==> src/rtl/uart_tx_arbiter_if.sv <==
// Requester, PHY and status signals of the UART TX arbiter.
// slave = arbiter side, master = requesters/PHY/divider side.
interface uart_tx_arbiter_if #(
   parameter int NUM_REQ = 4,
   parameter int DATA_W  = 8
);
   localparam int GW = $clog2(NUM_REQ);

   logic                        baud_tick;
   logic [NUM_REQ-1:0]          req_valid;
   logic [NUM_REQ*DATA_W-1:0]   req_data;
   logic [NUM_REQ-1:0]          req_ready;
   logic                        phy_start;
   logic [DATA_W-1:0]           phy_data;
   logic                        phy_busy;
   logic [GW-1:0]               grant_id;
   logic                        arb_busy;

   modport slave (
      input  baud_tick, req_valid, req_data, phy_busy,
      output req_ready, phy_start, phy_data, grant_id, arb_busy
   );

   modport master (
      output baud_tick, req_valid, req_data, phy_busy,
      input  req_ready, phy_start, phy_data, grant_id, arb_busy
   );
endinterface

==> src/rtl/uart_tx_arbiter.sv <==
// Round-robin arbiter sharing one UART TX PHY among NUM_REQ byte requesters,
// with a baud-tick counted idle gap between frames.
//
// state       | meaning
// ------------+---------------------------------------------------------
// S_IDLE      | waiting for a request while the PHY is idle; picks winner
// S_ACCEPT    | req_ready pulsed to the winner; byte captured if still valid
// S_LAUNCH    | phy_start pulsed with the captured byte
// S_WAIT_BUSY | waiting up to 2 cycles for the PHY to report busy
// S_WAIT_DONE | PHY transmitting; waiting for busy to drop
// S_GAP       | idle gap, counts GAP_TICKS baud ticks down to zero
module uart_tx_arbiter #(
   parameter int NUM_REQ   = 4,
   parameter int DATA_W    = 8,
   parameter int GAP_TICKS = 2
) (
   input logic               sys_clk,
   input logic               reset_n,
   uart_tx_arbiter_if.slave  bus
);
   localparam int GW = $clog2(NUM_REQ);
   localparam int CW = (GAP_TICKS < 1) ? 1 : $clog2(GAP_TICKS + 1);
   localparam logic [CW-1:0] GAP_LOAD  = CW'(GAP_TICKS);
   localparam logic [GW-1:0] LAST_INIT = GW'(NUM_REQ - 1);

   typedef enum logic [2:0] {
      S_IDLE,
      S_ACCEPT,
      S_LAUNCH,
      S_WAIT_BUSY,
      S_WAIT_DONE,
      S_GAP
   } state_t;

   state_t              state_q, state_d;
   logic [GW-1:0]       grant_q, grant_d;
   logic [GW-1:0]       last_q, last_d;
   logic [DATA_W-1:0]   data_q, data_d;
   logic [NUM_REQ-1:0]  ready_q, ready_d;
   logic                start_q, start_d;
   logic [CW-1:0]       gap_q, gap_d;
   logic                wb_q, wb_d;

   logic                win_found;
   logic [GW-1:0]       win_idx;
   logic [GW-1:0]       cand;
   logic [DATA_W-1:0]   req_bytes [NUM_REQ];

   for (genvar gi = 0; gi < NUM_REQ; gi++) begin : g_bytes
      assign req_bytes[gi] = bus.req_data[gi*DATA_W +: DATA_W];
   end

   // search starts one past the last completed grant and wraps
   always_comb begin
      win_found = 1'b0;
      win_idx   = '0;
      cand      = '0;
      for (int i = 1; i <= NUM_REQ; i++) begin
         cand = GW'((int'(last_q) + i) % NUM_REQ);
         if (!win_found && bus.req_valid[cand]) begin
            win_found = 1'b1;
            win_idx   = cand;
         end
      end
   end

   always_comb begin
      state_d = state_q;
      grant_d = grant_q;
      last_d  = last_q;
      data_d  = data_q;
      ready_d = '0;
      start_d = 1'b0;
      gap_d   = gap_q;
      wb_d    = wb_q;
      unique case (state_q)
         S_IDLE: begin
            if (win_found && !bus.phy_busy) begin
               grant_d          = win_idx;
               ready_d[win_idx] = 1'b1;
               state_d          = S_ACCEPT;
            end
         end
         S_ACCEPT: begin
            // a withdrawn request leaves the pointer alone so nobody loses a turn
            if (bus.req_valid[grant_q]) begin
               data_d  = req_bytes[grant_q];
               last_d  = grant_q;
               start_d = 1'b1;
               state_d = S_LAUNCH;
            end else begin
               state_d = S_IDLE;
            end
         end
         S_LAUNCH: begin
            wb_d    = 1'b1;
            state_d = S_WAIT_BUSY;
         end
         S_WAIT_BUSY: begin
            if (bus.phy_busy) begin
               state_d = S_WAIT_DONE;
            end else if (wb_q == 1'b0) begin
               gap_d   = GAP_LOAD;
               state_d = S_GAP;
            end else begin
               wb_d = wb_q - 1'b1;
            end
         end
         S_WAIT_DONE: begin
            if (!bus.phy_busy) begin
               gap_d   = GAP_LOAD;
               state_d = S_GAP;
            end
         end
         S_GAP: begin
            if (gap_q == '0) begin
               state_d = S_IDLE;
            end else if (bus.baud_tick) begin
               gap_d = gap_q - 1'b1;
               if (gap_q == CW'(1)) state_d = S_IDLE;
            end
         end
         default: state_d = S_IDLE;
      endcase
   end

   always_ff @(posedge sys_clk or negedge reset_n) begin
      if (!reset_n) begin
         state_q <= S_IDLE;
         grant_q <= '0;
         last_q  <= LAST_INIT;
         data_q  <= '0;
         ready_q <= '0;
         start_q <= 1'b0;
         gap_q   <= '0;
         wb_q    <= 1'b0;
      end else begin
         state_q <= state_d;
         grant_q <= grant_d;
         last_q  <= last_d;
         data_q  <= data_d;
         ready_q <= ready_d;
         start_q <= start_d;
         gap_q   <= gap_d;
         wb_q    <= wb_d;
      end
   end

   assign bus.req_ready = ready_q;
   assign bus.phy_start = start_q;
   assign bus.phy_data  = data_q;
   assign bus.grant_id  = grant_q;
   assign bus.arb_busy  = (state_q != S_IDLE);
endmodule

==> src/flat_wrapper.sv <==
// flat-port wrapper written by rule: the top's interface ports become plain ports
module uart_tx_arbiter_flat 
#(
   parameter int NUM_REQ   = 4,
   parameter int DATA_W    = 8,
   parameter int GAP_TICKS = 2
)
  (sys_clk, reset_n, bus_baud_tick, bus_req_valid, bus_req_data, bus_phy_busy, bus_req_ready, bus_phy_start, bus_phy_data, bus_grant_id, bus_arb_busy);
  uart_tx_arbiter_if #(.NUM_REQ(NUM_REQ), .DATA_W(DATA_W)) bus_i ();
  input logic sys_clk;
  input logic reset_n;
  input wire logic [$bits(bus_i.baud_tick)-1:0] bus_baud_tick;
  input wire logic [$bits(bus_i.req_valid)-1:0] bus_req_valid;
  input wire logic [$bits(bus_i.req_data)-1:0] bus_req_data;
  input wire logic [$bits(bus_i.phy_busy)-1:0] bus_phy_busy;
  output wire logic [$bits(bus_i.req_ready)-1:0] bus_req_ready;
  output wire logic [$bits(bus_i.phy_start)-1:0] bus_phy_start;
  output wire logic [$bits(bus_i.phy_data)-1:0] bus_phy_data;
  output wire logic [$bits(bus_i.grant_id)-1:0] bus_grant_id;
  output wire logic [$bits(bus_i.arb_busy)-1:0] bus_arb_busy;
  assign bus_i.baud_tick = bus_baud_tick;
  assign bus_i.req_valid = bus_req_valid;
  assign bus_i.req_data = bus_req_data;
  assign bus_i.phy_busy = bus_phy_busy;
  assign bus_req_ready = bus_i.req_ready;
  assign bus_phy_start = bus_i.phy_start;
  assign bus_phy_data = bus_i.phy_data;
  assign bus_grant_id = bus_i.grant_id;
  assign bus_arb_busy = bus_i.arb_busy;
  uart_tx_arbiter #(.NUM_REQ(NUM_REQ), .DATA_W(DATA_W), .GAP_TICKS(GAP_TICKS)) u_core (.sys_clk(sys_clk), .reset_n(reset_n), .bus(bus_i));
endmodule
==> config.mk <==
export PLATFORM = sky130hd
export DESIGN_NAME = uart_tx_arbiter_flat
export DESIGN_NICKNAME = d
export VERILOG_FILES = /design/src/rtl/uart_tx_arbiter_if.sv /design/src/rtl/uart_tx_arbiter.sv /design/src/flat_wrapper.sv
export SDC_FILE = /design/constraint.sdc
export NUM_CORES = 1
export LEC_CHECK = 0
export CAP_MARGIN = 20
export CORE_ASPECT_RATIO = 1.1
export CORE_MARGIN = 4
export CORE_UTILIZATION = 42
export CTS_CLUSTER_SIZE = 40
export DETAILED_ROUTE_END_ITERATION = 12
export GPL_ROUTABILITY_DRIVEN = 0
export MAX_ROUTING_LAYER = met4
export PLACE_DENSITY = 0.83
export SETUP_SLACK_MARGIN = 0.1
export SYNTH_ARGS = -nofsm -noshare
export SYNTH_HDL_FRONTEND = slang
export SYNTH_SLANG_ARGS = --single-unit
==> constraint.sdc <==
create_clock -name sys_clk -period 1.85 [get_ports sys_clk]
set_clock_uncertainty 0.2 [all_clocks]
set_input_delay 0.37 -clock sys_clk [delete_from_list [all_inputs] [get_ports sys_clk]]
set_output_delay 0.37 -clock sys_clk [all_outputs]
set_load 0.01 [all_outputs]
After elaboration in Yosys (flattened, before gate mapping)
Cells that the tools add are included.
- bits in registers: 23
- input bits: 40
- output and inout port bits: 16
- logic and storage cells: 102
- add/sub/neg operators: 6
- magnitude comparators: 8
- equality and inequality tests: 15
- multiplexer cells: 45
- bitwise operators: 1
- reductions and logical operators: 19
- operator list (operator ; count):
    3-bit 2-to-1 mux ; 7
    2-bit 2-to-1 mux ; 10
    2-bit by 3-bit less-than comparator with 1-bit output (second input constant) ; 6
    3-bit one-hot mux with 6 select lines ; 1
    8-bit binary-select mux with 2-bit select ; 1
    8-bit 2-to-1 mux ; 2
    1-bit 2-to-1 mux ; 14
    1-bit binary-select mux with 2-bit select ; 5
    2-bit != test (second input constant) ; 5
    4-bit 2-to-1 mux ; 2
    3-bit by 2-bit equality test with 1-bit output (second input constant) ; 2
    3-bit equality test (second input constant) ; 2
    2-bit one-hot mux with 3 select lines ; 1
    2-bit AND reduction ; 3
    6-bit AND reduction ; 1
    3-bit nonzero test ; 2
    1-bit logical AND ; 5
    5-bit AND reduction ; 1
    2-bit by 1-bit adder with 2-bit output (second input constant) ; 2
    2-bit adder (second input constant) ; 2
    1-bit logical NOT ; 4
    3-bit by 1-bit equality test with 1-bit output (second input constant) ; 1
    3-bit >= comparator (second input constant) ; 1
    3-bit logical NOT ; 1
    13 further kinds ; 13

Logic depth before layout (Yosys ltp)
Gate-level depths: netlist of run 1.
- depth after elaboration: 19
- depth in mapped cells: 6
- mapped depth without buffers: 6

Worst setup path before layout of run 1
OpenSTA, ideal clock, no wires.
- kind: flip-flop to flip-flop
- start: register u_core.grant_q[1], in the netlist u_core.bus.grant_id[1]
- end: register u_core.data_q[0], in the netlist u_core.bus.phy_data[0]
- setup time: 125 ps
- arrival: 1437 ps
- data required time: 1525 ps
- path slack: 88 ps
- cell stages (with the launch flop): 5
- buffers on the path: 1
- period minus slack after synthesis: 1762 ps
- cells stage by stage: dfrtp_1 > mux2_4 > o2111ai_2 > buf_6 > mux2_4
- longest elaborated chain between the ends: 4
- elaborated cells on any way between the ends: 7
- those cells by class: mux (5); bitwise (1); reduce/logical (1)
- RTL lines (what ; RTL line ; RTL):
    start: declaration ; uart_tx_arbiter.sv:36 ; logic [GW-1:0] grant_q, grant_d;
    start signal: assignment ; uart_tx_arbiter.sv:139 ; grant_q <= grant_d;
    2-bit NOT with 3-bit output (implied by the code) ; uart_tx_arbiter.sv:87 ; data_d = req_bytes[grant_q];
    8-bit binary-select mux with 2-bit select ; uart_tx_arbiter.sv:87 ;
    8-bit 2-to-1 mux (implied by the code) (2 in a row) ; uart_tx_arbiter.sv:87 ;
    end signal: assignment ; uart_tx_arbiter.sv:141 ; data_q <= data_d;
    end: declaration ; uart_tx_arbiter.sv:38 ; logic [DATA_W-1:0] data_q, data_d;
Parallel ways exist; a longest one is shown, timed or not. The select of a mux whose other input is x is not followed.
A chain may end at the register's enable or synchronous reset.

Worst setup path after layout of run 1
- start: register u_core.grant_q[1], in the netlist u_core.bus.grant_id[1]
- end: register u_core.data_q[4], in the netlist u_core.bus.phy_data[4]
Same word-level chain as after synthesis.

==> reports/results.ini, run 1 <==
[setup_path]
cp_max_fo=7
r2r_slack_ps=30
worstSetupEndpoint=u_core.bus.phy_data[4]
path_cells=mux2_4, o2111ai_4, buf_6, mux2_4
cpMaxStageDelayCell=dfrtp_2
r2r_end=u_core.bus.phy_data[4]
crit_path_frequent_cell=mux2_4
r2r-start=u_core.bus.grant_id[1]
cp.depth=4
critPathLaunchType=flip-flop
path_buf_inv=1
crit_type=flip-flop to flip-flop
reg2reg_depth=4
critical-path-top-delay-family=multiplexers
cp.required_ps=1850
endpoint_kind=flip-flop
setup.worst_path.start=u_core.bus.grant_id[1]
cp_slowest_stage_delay_ps=480
worstPathArrival_ps=1820

[global_route]
grt_max_degree=24
grt_pass1_vias=1282
grt_pass1_wl_mm=5.78
grt_usage_pct=19.0
overflow=0
grt_antenna_before_repair=0

[clocking]
cts-root-buf=clkbuf_4
cts_made_buffers=3
clock_path_buffers=2
hold_buffers=0
clock_latency_ps=310
tritoncts=done
cts_max_level=1
clk_pin_slew_ps=130
numClockSinks=23

[hold_path]
min-delay-path-class=primary input to asynchronous set/reset pin

[logic_synthesis]
yosys_warnings=0
yosys-top-cells-count=dfrtp_1, mux2_4, mux4_2, o21ai_0
yosys.area.top_type=dfrtp_1
syn_area_um2=1340
syn_nets=151
synth_most_common_cell=dfrtp_1
synth_edf_count=0
synthTopCellsByArea=dfrtp_1, mux4_2, mux2_4, dfstp_2, o21ai_0
ys_seq_area_share_pct=43.1
netlist_instances=109
synth-async-reset-ratio_pct=100
synth_top_area_share_pct=39.1
ys_ff_latch=23
synth_ff_type=dfrtp_1
avgSynthCellArea_um2=12.3
synth_cell_types=37

[timing]
worst_slack_ps=34.7
slew_viol_final=0
finalHoldViolCount=0
max_freq_ghz=0.551
min_period_ps=1820
hold_ws_ps=190
period_share_pct=98.1
max_slew_margin_pct=76.3
rsz0062_at_grt=yes
setup_viol=0
worstMarginPinSlew_ps=352

[run]
drv_cap=0

[floorplan]
die_x_um=61.9
die_y_um=67.3
ios=56
core-area_um2=3050
num_rows=21
die_area_um2=4170
start_util_pct=44.0

[cells_and_area]
design_area_um2=2210
drive_above_1_share_pct=35.6
syn2layout_area_growth_pct=64.7
num_antenna_cells=0
final_util_pct=72.5
fin_nets=234

[routing]
wl_met3_um=241
route.detailed.drc=0
drtIter0Drc=23
drtAntennaViolNets=0
routed_via_density=5.41
drt_wl_total_mm=3.91
firstDrtPassIters=4
vias=1218
avgRoutedWirePerCell_um=17.4
wl_met1_mm=1.53
wl_met2_mm=2.11
top_layer_used=met4

[placed_design]
placed_area_um2=2050
buffer_ports.inserted=55
place_ws_ps=-300
dp.final_hpwl_mm=2.92

[pwr]
power.internal_uw=1920
p_clk_share_pct=7.7
p_sw_share_pct=36.6
vdd_ir_drop_max_mv=1.01
seq_power_share_pct=29.7
power.density_nw_per_um2=1370
p_leak_uw=0.00106
p_total_uw=3030
netSwitchingPower_uw=1110
p_comb_share_pct=62.6

[run_status]
status=finished clean

==> worst reg2reg max path, stage by stage (launching register included) <==
cell and delay (ps):
dfrtp_2 480, mux2_4 330, o2111ai_4 220, buf_6 180
mux2_4 310
==> worst min-delay path by stage <==
stage,endpoint,slack [ps],cells after the start
floorplan,u_core.bus.grant_id[0],-130,0
global route,u_core.gap_q[0],210,2
finish,u_core.wb_q,190,2
global placement,u_core.bus.phy_data[0],300,1
CTS,u_core.wb_q,190,2
detailed placement,u_core.bus.phy_data[1],300,1
==> flip-flops by register name, summed over array words and instances (netlist names) <==
name / count
u_core.bus.phy_data: 8
u_core.bus.req_ready: 4
u_core.state_q: 3
u_core.bus.grant_id: 2
u_core.gap_q: 2
u_core.last_q: 2
u_core.bus.phy_start: 1
u_core.wb_q: 1
==> what timing repair did <==
item	4_1_cts	5_1_grt
setup buffers	6	4
endpoints found under the setup margin	27	19
pin swaps	1	1
resized for setup	23	15
==> stage by stage <==
| stage | cells | setup TNS (ps) |
|---|---|---|
| final | 225 | 0 |
| after global routing | 225 | -190 |
| after CTS | 221 | 0 |
| after detailed placement | 211 | -4020 |
| after global placement | 211 | -3100 |
| after floorplan | 109 | 0 |
==> per-layer routing <==
metal | global-route usage, % | vias up
li1 | - | 565
met1 | 21.7 | 610
met2 | 33.9 | 39
met3 | 3.06 | 4
met4 | 5.04 | 0
met5 | - | -
==> final cells by class <==
class	instances	area [µm²]
Fill cell	217	837
Timing Repair Buffer	83	769
Multi-Input combinational cell	74	766
Sequential cell	23	579
Tap cell	34	42.5
Inverter	7	26.3
Clock buffer	3	22.5
Clock inverter	1	5.00
==> cells in the final DEF (no fill, tap or decap), drive strengths merged, types with 2 or more instances in the layout <==
| cell type | synthesis | layout |
|---|---|---|
| a21o | 2 | 2 |
| a21oi | 5 | 5 |
| and3b | 2 | 2 |
| buf | 5 | 28 |
| clkbuf | 0 | 6 |
| clkdlybuf4s50 | 0 | 36 |
| dfrtp | 21 | 21 |
| dfstp | 2 | 2 |
| dlygate4sd2 | 0 | 13 |
| dlymetal6s2s | 0 | 3 |
| ha | 2 | 2 |
| inv | 7 | 7 |
| mux2 | 11 | 11 |
| mux2i | 2 | 2 |
| mux4 | 8 | 8 |
| nand2 | 5 | 5 |
| nand2b | 3 | 3 |
| nand3 | 2 | 2 |
| nor2 | 5 | 5 |
| nor2b | 3 | 3 |
| nor3 | 2 | 2 |
| o21ai | 9 | 9 |
==> power groups by stage <==
stage | registers [µW] | logic [µW] | clock network (µW)
6_report | 902 | 1900 | 234
5_1_grt | 932 | 2040 | 263
4_1_cts | 894 | 1780 | 238
3_5_place_dp | 923 | 1710 | 0
3_3_place_gp | 911 | 1630 | 0
2_1_floorplan | 939 | 958 | 0
==> logic make-up after synthesis <==
family	after synthesis	synth area share, %
multiplexers	21	26.7
adder cells (fa/ha/maj)	2	1.86
AND/OR/NAND/NOR	26	10.9
flip-flops	23	43.1
AO/OA/AOI/OAI	25	12.9
buffers and inverters	12	4.66
(Power assumes the default switching activity.)
==> run 2, diff against run 1 <==
Settings changed: SETUP_SLACK_MARGIN 0.1 to 0.15.
==> run 2 against run 1 <==
Net effect:
- first-iteration DRC count increased by 130%
- hold slack improved by 0.57 ps
- combinational power increased by 3%
- clock-buffer cell count unchanged
- non-clock buffer count increased by 3
- cell count increased by 1.3%
- global-route usage increased by 3.4 points
- critical path depth unchanged
- register-to-register slack improved by 20 ps
- highest routed layer unchanged
==> reports/results.ini, run 2 (same netlist as run 1, synthesis figures left out) <==
[floorplan]
core-area_um2=3050  ; unchanged
die_area_um2=4170  ; unchanged
start_util_pct=44.0  ; unchanged
ios=56  ; unchanged
num_rows=21  ; unchanged
die_x_um=61.9  ; unchanged
die_y_um=67.3  ; unchanged

[placed_design]
dp_cells=211  ; unchanged
dp.final_hpwl_mm=3.08  ; +5.7%
placed_area_um2=2040  ; -0.61%
buffer_ports.inserted=55  ; unchanged
place_ws_ps=-300  ; -0.673 ps

[routing]
top_layer_used=met4
vias=1229  ; +0.90%
routed_via_density=5.39  ; -0.42%
firstDrtPassIters=4  ; unchanged
drtIter0Drc=54  ; +130%
route.detailed.drc=0  ; unchanged
avgRoutedWirePerCell_um=18.4  ; +5.9%
wl_met2_mm=2.36  ; +12%
drt_wl_total_mm=4.20  ; +7.3%
wl_met1_mm=1.53  ; -0.26%
wl_met3_um=249  ; +3.3%
drtAntennaViolNets=0  ; unchanged

[run]
drv_cap=0  ; unchanged

[timing]
max_slew_margin_pct=74.9  ; -1.5 points
rsz0062_at_grt=yes
max_freq_ghz=0.557  ; +1.2%
setup_viol=0  ; unchanged
tns_ps=0  ; unchanged
worstMarginPinSlew_ps=374  ; +22.0 ps
worst_slack_ps=56.2  ; +21.5 ps
slew_viol_final=0  ; unchanged
period_share_pct=97.0  ; -1.2 points
min_period_ps=1790  ; -21.5 ps
finalHoldViolCount=0  ; unchanged

[run_status]
status=finished clean

[clocking]
clk_pin_slew_ps=130  ; about the same
clock_path_buffers=2  ; unchanged
tritoncts=done
clock_latency_ps=330  ; +20 ps
cts_max_level=1  ; unchanged
numClockSinks=23  ; unchanged
cts_made_buffers=3  ; unchanged
hold_buffers=0  ; unchanged
cts-root-buf=clkbuf_4

[setup_path]
cp_max_fo=6  ; -1
r2r-start=u_core.bus.grant_id[1]
endpoint_kind=flip-flop
r2r_slack_ps=60  ; +20 ps
cpMaxStageDelayCell=dfrtp_2
cp_slowest_stage_delay_ps=460  ; -20 ps
worstPathArrival_ps=1820  ; about the same
crit_path_frequent_cell=mux2_4
setup.worst_path.start=u_core.bus.grant_id[1]
crit_type=flip-flop to flip-flop
critPathLaunchType=flip-flop
cp.required_ps=1880  ; +30 ps
path_cells=mux2_4, o2111ai_4, buf_6, mux2_4

[cells_and_area]
final_cell_mix=clkdlybuf4s50_1, buf_4, dfrtp_1
num-fill-cells=204  ; -6.0%
largest_register_ffs=8  ; unchanged
num_antenna_cells=0  ; unchanged
syn2layout_area_growth_pct=67.0
final_util_pct=73.6  ; +1.0 points
mostFrequentLayoutCell=clkdlybuf4s50_1
design_area_um2=2240  ; +1.4%
fin_nets=237  ; +1.3%
drive_above_1_share_pct=38.7  ; +3.1 points
instances_no_fill=228  ; +1.3%

[global_route]
grt_usage_pct=22.4  ; +3.4 points
grt_pass1_vias=1360  ; +6.1%
overflow=0  ; unchanged
grt_max_degree=24  ; unchanged
grt_antenna_before_repair=0  ; unchanged
grt_pass1_wl_mm=6.49  ; +12%

[pwr]
p_leak_uw=0.00105  ; -0.77%
power.density_nw_per_um2=1380  ; +0.87%
vdd_ir_drop_max_mv=0.986  ; -2.6%

[hold_path]
min-delay-path-class=primary input to asynchronous set/reset pin

-- run 2: cell count changes in the layout (fill, tap and decap cells not counted), moves of 2 or more --
cell	delta
buf_12	-2
buf_6	+5
clkbuf_2	-2
dlygate4sd2_1	+4
dlymetal6s2s_1	-2
-- run 2: timing repair --
action,4_1_cts,5_1_grt
cloned,0,0
setup endpoints to repair,30,19
gates resized for setup,36,12
buffers inserted,10,3
pin swaps,7,6
-- run 2: where the power goes --
| part | total, µW | leakage (µW) | switching [µW] | internal [µW] |
|---|---|---|---|---|
| clock network | 249 | 0.0000177 | 168 | 81.3 |
| registers | 893 | 0.000279 | 158 | 735 |
| logic | 1960 | 0.000758 | 836 | 1130 |
-- run 2: worst paths after layout --
check                                    endpoint  cells past startpoint
max reg2reg                u_core.bus.phy_data[0]                      4
min                        u_core.bus.phy_data[7]                      2
min reg2reg                u_core.bus.phy_data[4]                      1
max in group asynchronous        u_core.last_q[1]                      2
min in group sys_clk       u_core.bus.phy_data[4]                      1
max                        u_core.bus.phy_data[0]                      4
-- run 2: critical path, delay by kind of cell, from the launching register on --
family	cells	cell delay, ps
buffers and inverters	1	170
muxes	2	640
DFF	1	460
AOI/OAI and AO/OA	1	210
-- run 2: final cells by class --
type	instances	area, µm²	area share [%]
multi-input cells	74	786	35.0
repair buffers	86	781	34.8
flip-flops and latches	23	579	25.8
well taps	34	42.5	1.90
inverters	7	26.3	1.17
clock buffers	3	22.5	1.00
clock inverters	1	5.00	0.223
-- run 2: metal layers --
layer / global-route usage [%] / vias to the layer above
met5: - / -
met4: 6.63 / 0
met3: 3.06 / 4
met2: 39.8 / 44
met1: 25.7 / 611
li1: - / 570
-- run 2: stage by stage --
step	total power (µW)	hold slack [ps]
3_3_place_gp	2520	299
2_1_floorplan	1900	-126
6_report	3100	190
4_1_cts	2980	200
3_5_place_dp	2610	300
5_1_grt	3280	217
==> run 3, diff against run 2 <==
Settings changed: GPL_ROUTABILITY_DRIVEN 0 to not set.
==> results of run 3 <==
The final DEF is identical to that of run 2; final timing and power are the same.
==> RTL edit 1: new RTL, settings of run 2 <==
The 6 states of `state_t` get a one-hot encoding in 6 bits.
--- a/src/rtl/uart_tx_arbiter.sv
+++ b/src/rtl/uart_tx_arbiter.sv
@@ -23,13 +23,13 @@
    localparam logic [CW-1:0] GAP_LOAD  = CW'(GAP_TICKS);
    localparam logic [GW-1:0] LAST_INIT = GW'(NUM_REQ - 1);
 
-   typedef enum logic [2:0] {
-      S_IDLE,
-      S_ACCEPT,
-      S_LAUNCH,
-      S_WAIT_BUSY,
-      S_WAIT_DONE,
-      S_GAP
+   typedef enum logic [5:0] {
+      S_IDLE      = 6'b000001,
+      S_ACCEPT    = 6'b000010,
+      S_LAUNCH    = 6'b000100,
+      S_WAIT_BUSY = 6'b001000,
+      S_WAIT_DONE = 6'b010000,
+      S_GAP       = 6'b100000
    } state_t;
 
    state_t              state_q, state_d;
Check against the original RTL: no difference found for any inputs over 10 cycles, from zero or initial values and one cycle with reset_n low; not proved beyond that.
==> RTL edit 1 against run 2 <==
The run now ends with negative setup slack left. Non-clock buffer count is 3 higher. Setup slack worse by 0.23 ns. Global-route usage is 1.4 points lower. First-iteration DRC count is 3.7% higher. Sequential cell count is 3 higher. Combinational power is 6% lower. Design area is 13% higher. Synthesized area is 8.7% higher. Power is 3.6% higher. Routed wire length is 1.7% higher. Via count is 9.4% higher. Clock power is 59% higher. Final cell count is 12% higher. Critical path type unchanged. Critical endpoint is now u_core.state_q[0]. Highest routed layer unchanged.
==> RTL edit 1: results (changes against run 2) <==
The aggregate routed wire length is 4269 um (was 4199 um). The global-route total usage across every layer came out at 0.2096 (was 0.2237). Biggest area contributors in the synthesized netlist: sky130_fd_sc_hd__dfrtp_1 (39%), sky130_fd_sc_hd__mux4_2 (14%), sky130_fd_sc_hd__mux2_2 (8.5%), sky130_fd_sc_hd__dfstp_2 (5.4%), sky130_fd_sc_hd__nand2b_1 (3.0%) (was sky130_fd_sc_hd__dfrtp_1 (39%), sky130_fd_sc_hd__mux4_2 (13%), sky130_fd_sc_hd__mux2_4 (10%), sky130_fd_sc_hd__dfstp_2 (3.9%), sky130_fd_sc_hd__o21ai_0 (3.0%)). The largest fanout on the critical path is 3 (was 6). The average cell area after synthesis is 12.26 um^2 (was 12.32 um^2). The checks that failed: negative setup slack. The number of setup violations in the final report is 23 (was 0). The post-route non-filler standard cell count was 256 (was 228). The depth of the worst register-to-register path came out at 7 (was 4). The global-route wire length before repair was 7031 um (was 6492 um). The half-perimeter wire length after placement came to 3216 um (was 3084 um). The warning count from the yosys run came out at 0 (unchanged).

Result of the run: finished, violations left (was completed). The worst-case vdd ir drop is 0.6423 mV (was 0.9855 mV). The number of distinct library cells after synthesis came out at 36 (was 37). The largest net degree at the start of global routing is 27 (was 24). The slowest library cell on the worst path is sky130_fd_sc_hd__or4_4 (was sky130_fd_sc_hd__dfrtp_2). The arrival time at the worst endpoint is 2.10 ns (was 1.82 ns). The placed cell count is 238 (was 211). Top cell types by occurrence after synthesis: sky130_fd_sc_hd__dfrtp_1 (23), sky130_fd_sc_hd__mux2_2 (11), sky130_fd_sc_hd__nor2_1 (10), sky130_fd_sc_hd__mux4_2 (9), sky130_fd_sc_hd__nand2b_1 (7) (was sky130_fd_sc_hd__dfrtp_1 (21), sky130_fd_sc_hd__mux2_4 (9), sky130_fd_sc_hd__mux4_2 (8), sky130_fd_sc_hd__o21ai_0 (8)). The pre-CTS setup slack came out at -0.4944 ns (was -0.3004 ns). The share of final-layout standard cells stronger than drive strength 1 is 0.3990 (was 0.3866).

The least setup slack across all paths after layout came to -0.1729 ns (was 0.05619 ns). The number of violations reported at the end of detailed-routing iteration 0 was 56 (was 54). The number of nets in the synthesized netlist is 161 (was 151). The number of optimization iterations in the first detailed-route pass was 6 (was 4).

The via count of the first global-routing pass came to 1522 (was 1360). The placement-stage cell area came out at 0.002263 mm^2 (was 0.002036 mm^2). The via count of the routed design is 1345 (was 1229). The class of the tightest hold or removal check is input port to asynchronous set/reset pin (unchanged). The layout net count came out at 251 (was 237).

The critical path's top delay family is simple AND/OR/NAND/NOR gates (was multiplexers). The max-slew headroom at the worst pin is 0.6986 (was 0.7487). The critical path launch point is u_core.state_q[2] (was u_core.bus.grant_id[1]). The endpoint of the worst-slack reg-to-reg timing path is u_core.state_q[0] (was u_core.bus.phy_data[0]).
[RTL edit 1: report_power, final]
part	total (mW)	switching, mW	internal (mW)	leakage (nW)
combinational	1.85	0.700	1.15	0.814
sequential	0.966	0.175	0.791	0.325
clock	0.396	0.177	0.220	0.0279
[RTL edit 1: through the flow]
step / utilization / TNS (ns) / hold slack [ns]
2_1_floorplan: - / -0.8162 / -0.1256
3_3_place_gp: 0.6796 / -7.190 / 0.2969
3_5_place_dp: 0.6796 / -8.281 / 0.2954
4_1_cts: 0.7446 / -1.262 / 0.2014
5_1_grt: 0.7600 / -3.711 / 0.2104
6_report: 0.7600 / -2.097 / 0.1819
[RTL edit 1: metal layers]
| layer | up-vias | GRT usage | wire [um] |
|---|---|---|---|
| li1 | 623 | - | - |
| met1 | 658 | 0.2191 | 1619 |
| met2 | 50 | 0.3651 | 2301 |
| met3 | 14 | 0.04052 | 169 |
| met4 | 0 | 0.1150 | 178 |
| met5 | - | - | 0 |
[RTL edit 1: cell families after synthesis]
group | after synthesis | synth area share
AO/OA/AOI/OAI | 20 | 0.08662
XOR/XNOR | 1 | 0.006005
adder cells (fa/ha/maj) | 2 | 0.01715
buffers and inverters | 10 | 0.03259
flip-flops | 26 | 0.4485
multiplexers | 21 | 0.2307
AND/OR/NAND/NOR | 39 | 0.1784
[RTL edit 1: cell type report]
type	instances	share of cell area
Clock buffer	3	0.008898
Clock inverter	1	0.01186
Inverter	6	0.008898
Multi-Input combinational cell	83	0.3569
Sequential cell	26	0.2590
Tap cell	48	0.02373
Timing Repair Buffer	89	0.3307
[RTL edit 1: what timing repair did]
action                                 CTS  global route
pin swaps                                9             5
endpoints found under the hold margin    0             0
setup endpoints to repair               40            28
gates resized for setup                 49             7
setup buffers                           12             2
==> RTL edit 2: new RTL, config.mk and constraints of run 2 <==
Without the edit above. `GAP_TICKS` is set to 2 in 2 places; all go to 1.
--- a/src/rtl/uart_tx_arbiter.sv
+++ b/src/rtl/uart_tx_arbiter.sv
@@ -12,7 +12,7 @@
 module uart_tx_arbiter #(
    parameter int NUM_REQ   = 4,
    parameter int DATA_W    = 8,
-   parameter int GAP_TICKS = 2
+   parameter int GAP_TICKS = 1
 ) (
    input logic               sys_clk,
    input logic               reset_n,
--- a/src/flat_wrapper.sv
+++ b/src/flat_wrapper.sv
@@ -3,7 +3,7 @@
 #(
    parameter int NUM_REQ   = 4,
    parameter int DATA_W    = 8,
-   parameter int GAP_TICKS = 2
+   parameter int GAP_TICKS = 1
 )
   (sys_clk, reset_n, bus_baud_tick, bus_req_valid, bus_req_data, bus_phy_busy, bus_req_ready, bus_phy_start, bus_phy_data, bus_grant_id, bus_arb_busy);
   uart_tx_arbiter_if #(.NUM_REQ(NUM_REQ), .DATA_W(DATA_W)) bus_i ();
Function: changed (Yosys sat finds a counterexample within 10 cycles, from zero or initial values and one cycle with reset_n low).
==> RTL edit 2 against run 2 <==
Synthesized area decreased by 7.0%. Power decreased by 6.4%. Setup slack got worse by 0.048 ns. Fmax decreased by 2.6%. Core utilization decreased by 0.66 points. Sequential cell count decreased by 1. Design area decreased by 8.9%. Routed wire length decreased by 22%. Sequential power decreased by 4.9%. Global-route usage decreased by 4.4 points. Critical endpoint is now u_core.bus.phy_data[5]. Largest power group unchanged. Highest routed layer unchanged.
==> RTL edit 2: results (changes against run 2) <==
The delay contributed by the slowest stage of the critical path came out at 0.57 ns (was 0.46 ns). The layout net count came to 212 (was 237). The worst hold margin came out at 0.1855 ns (was 0.1904 ns). The global-route total usage across every layer came to 0.1797 (was 0.2237). The share of total power in sequential cells is 0.292 (was 0.288). The via count of the first global-routing pass is 1161 (was 1360).

Top cell types by occurrence after synthesis: sky130_fd_sc_hd__dfrtp_1 (20), sky130_fd_sc_hd__mux4_2 (9), sky130_fd_sc_hd__mux2_1 (8), sky130_fd_sc_hd__inv_1 (5), sky130_fd_sc_hd__o21ai_0 (5) (was sky130_fd_sc_hd__dfrtp_1 (21), sky130_fd_sc_hd__mux2_4 (9), sky130_fd_sc_hd__mux4_2 (8), sky130_fd_sc_hd__o21ai_0 (8)). The number of nets in the synthesized netlist came out at 135 (was 151). The number of violations reported at the end of detailed-routing iteration 0 came out at 14 (was 54). The largest net degree at the start of global routing is 23 (was 24). The cell count after synthesis came out at 95 (was 109). The post-synthesis mux area share is 0.2816 (was 0.2665).

Result of the run: completed (unchanged). The power density over cell area is 1422 mW/mm^2 (was 1384 mW/mm^2). The pre-CTS setup slack came to -0.4353 ns (was -0.3004 ns). The internal cell power was 1.892 mW (was 1.943 mW). The insertion delay of the later-clocked pin in the worst-skew pair came out at 0.31 ns (was 0.33 ns). The worst-case vdd ir drop came out at 0.8929 mV (was 0.9855 mV). Biggest area contributors in the synthesized netlist: sky130_fd_sc_hd__dfrtp_1 (40%), sky130_fd_sc_hd__mux4_2 (16%), sky130_fd_sc_hd__mux2_1 (7.2%), sky130_fd_sc_hd__dfstp_2 (4.2%), sky130_fd_sc_hd__mux2_2 (2.7%) (was sky130_fd_sc_hd__dfrtp_1 (39%), sky130_fd_sc_hd__mux4_2 (13%), sky130_fd_sc_hd__mux2_4 (10%), sky130_fd_sc_hd__dfstp_2 (3.9%), sky130_fd_sc_hd__o21ai_0 (3.0%)). The routed wire length per instance is 15.98 um (was 18.42 um). The compound-cell area share of the yosys netlist is 0.1232 (was 0.1286). The share of final-layout standard cells stronger than drive strength 1 is 0.3392 (was 0.3866). The global-route wire length before repair came out at 5271 um (was 6492 um). The number of distinct library cells after synthesis is 39 (was 37).

The global-route track usage on met1 was 0.2157 (was 0.2567). The slowest library cell on the worst path is sky130_fd_sc_hd__mux4_2 (was sky130_fd_sc_hd__dfrtp_2). The slew of the pin with the lowest slew margin is 0.3406 ns (was 0.3741 ns). The slack of the worst reg-to-reg path was 0.008 ns (was 0.06 ns). The endpoint of the worst-slack reg-to-reg timing path is u_core.bus.phy_data[5] (was u_core.bus.phy_data[0]). The leakage component of the power is 0.9428 nW (was 1.054 nW). The fraction of met3 tracks used by global routing is 0.02750 (was 0.03059). The placed cell count came out at 192 (was 211). The combinational gate power came out at 1.79 mW (was 1.96 mW). The arrival time at the worst endpoint came to 1.85 ns (was 1.82 ns). The met2 track utilization from global routing is 0.3122 (was 0.3979). The placement-stage cell area came to 0.001926 mm^2 (was 0.002036 mm^2). The share of synthesized cell area in full adder, half adder and majority cells is 0 (was 0.01864).
## RTL edit 2: worst max path at each step
stage	from	to	slack (ns)	depth (start not counted)
2_1_floorplan	u_core.bus.grant_id[1]	u_core.bus.phy_data[2]	0.09	3
3_3_place_gp	bus_req_valid[3]	u_core.bus.phy_data[6]	-0.39	4
3_5_place_dp	bus_req_valid[3]	u_core.bus.phy_data[3]	-0.44	4
4_1_cts	u_core.bus.grant_id[1]	u_core.bus.phy_data[7]	0.02	4
5_1_grt	u_core.bus.grant_id[1]	u_core.bus.phy_data[4]	-0.02	4
6_report	u_core.bus.grant_id[1]	u_core.bus.phy_data[5]	0.008	4
## RTL edit 2: layer usage
metal	share of wire	wire (um)
met1	0.39	1272
met3	0.070	228
met5	0	0
met2	0.53	1711
met4	0.014	46
## RTL edit 2: cell type report
type / instances / area (um^2)
flip-flops and latches: 22 / 555.5
multi-input cells: 65 / 715.7
inverters: 6 / 22.52
fillers: 202 / 759.5
clock buffers: 4 / 36.28
well taps: 33 / 41.29
repair buffers: 74 / 671.9
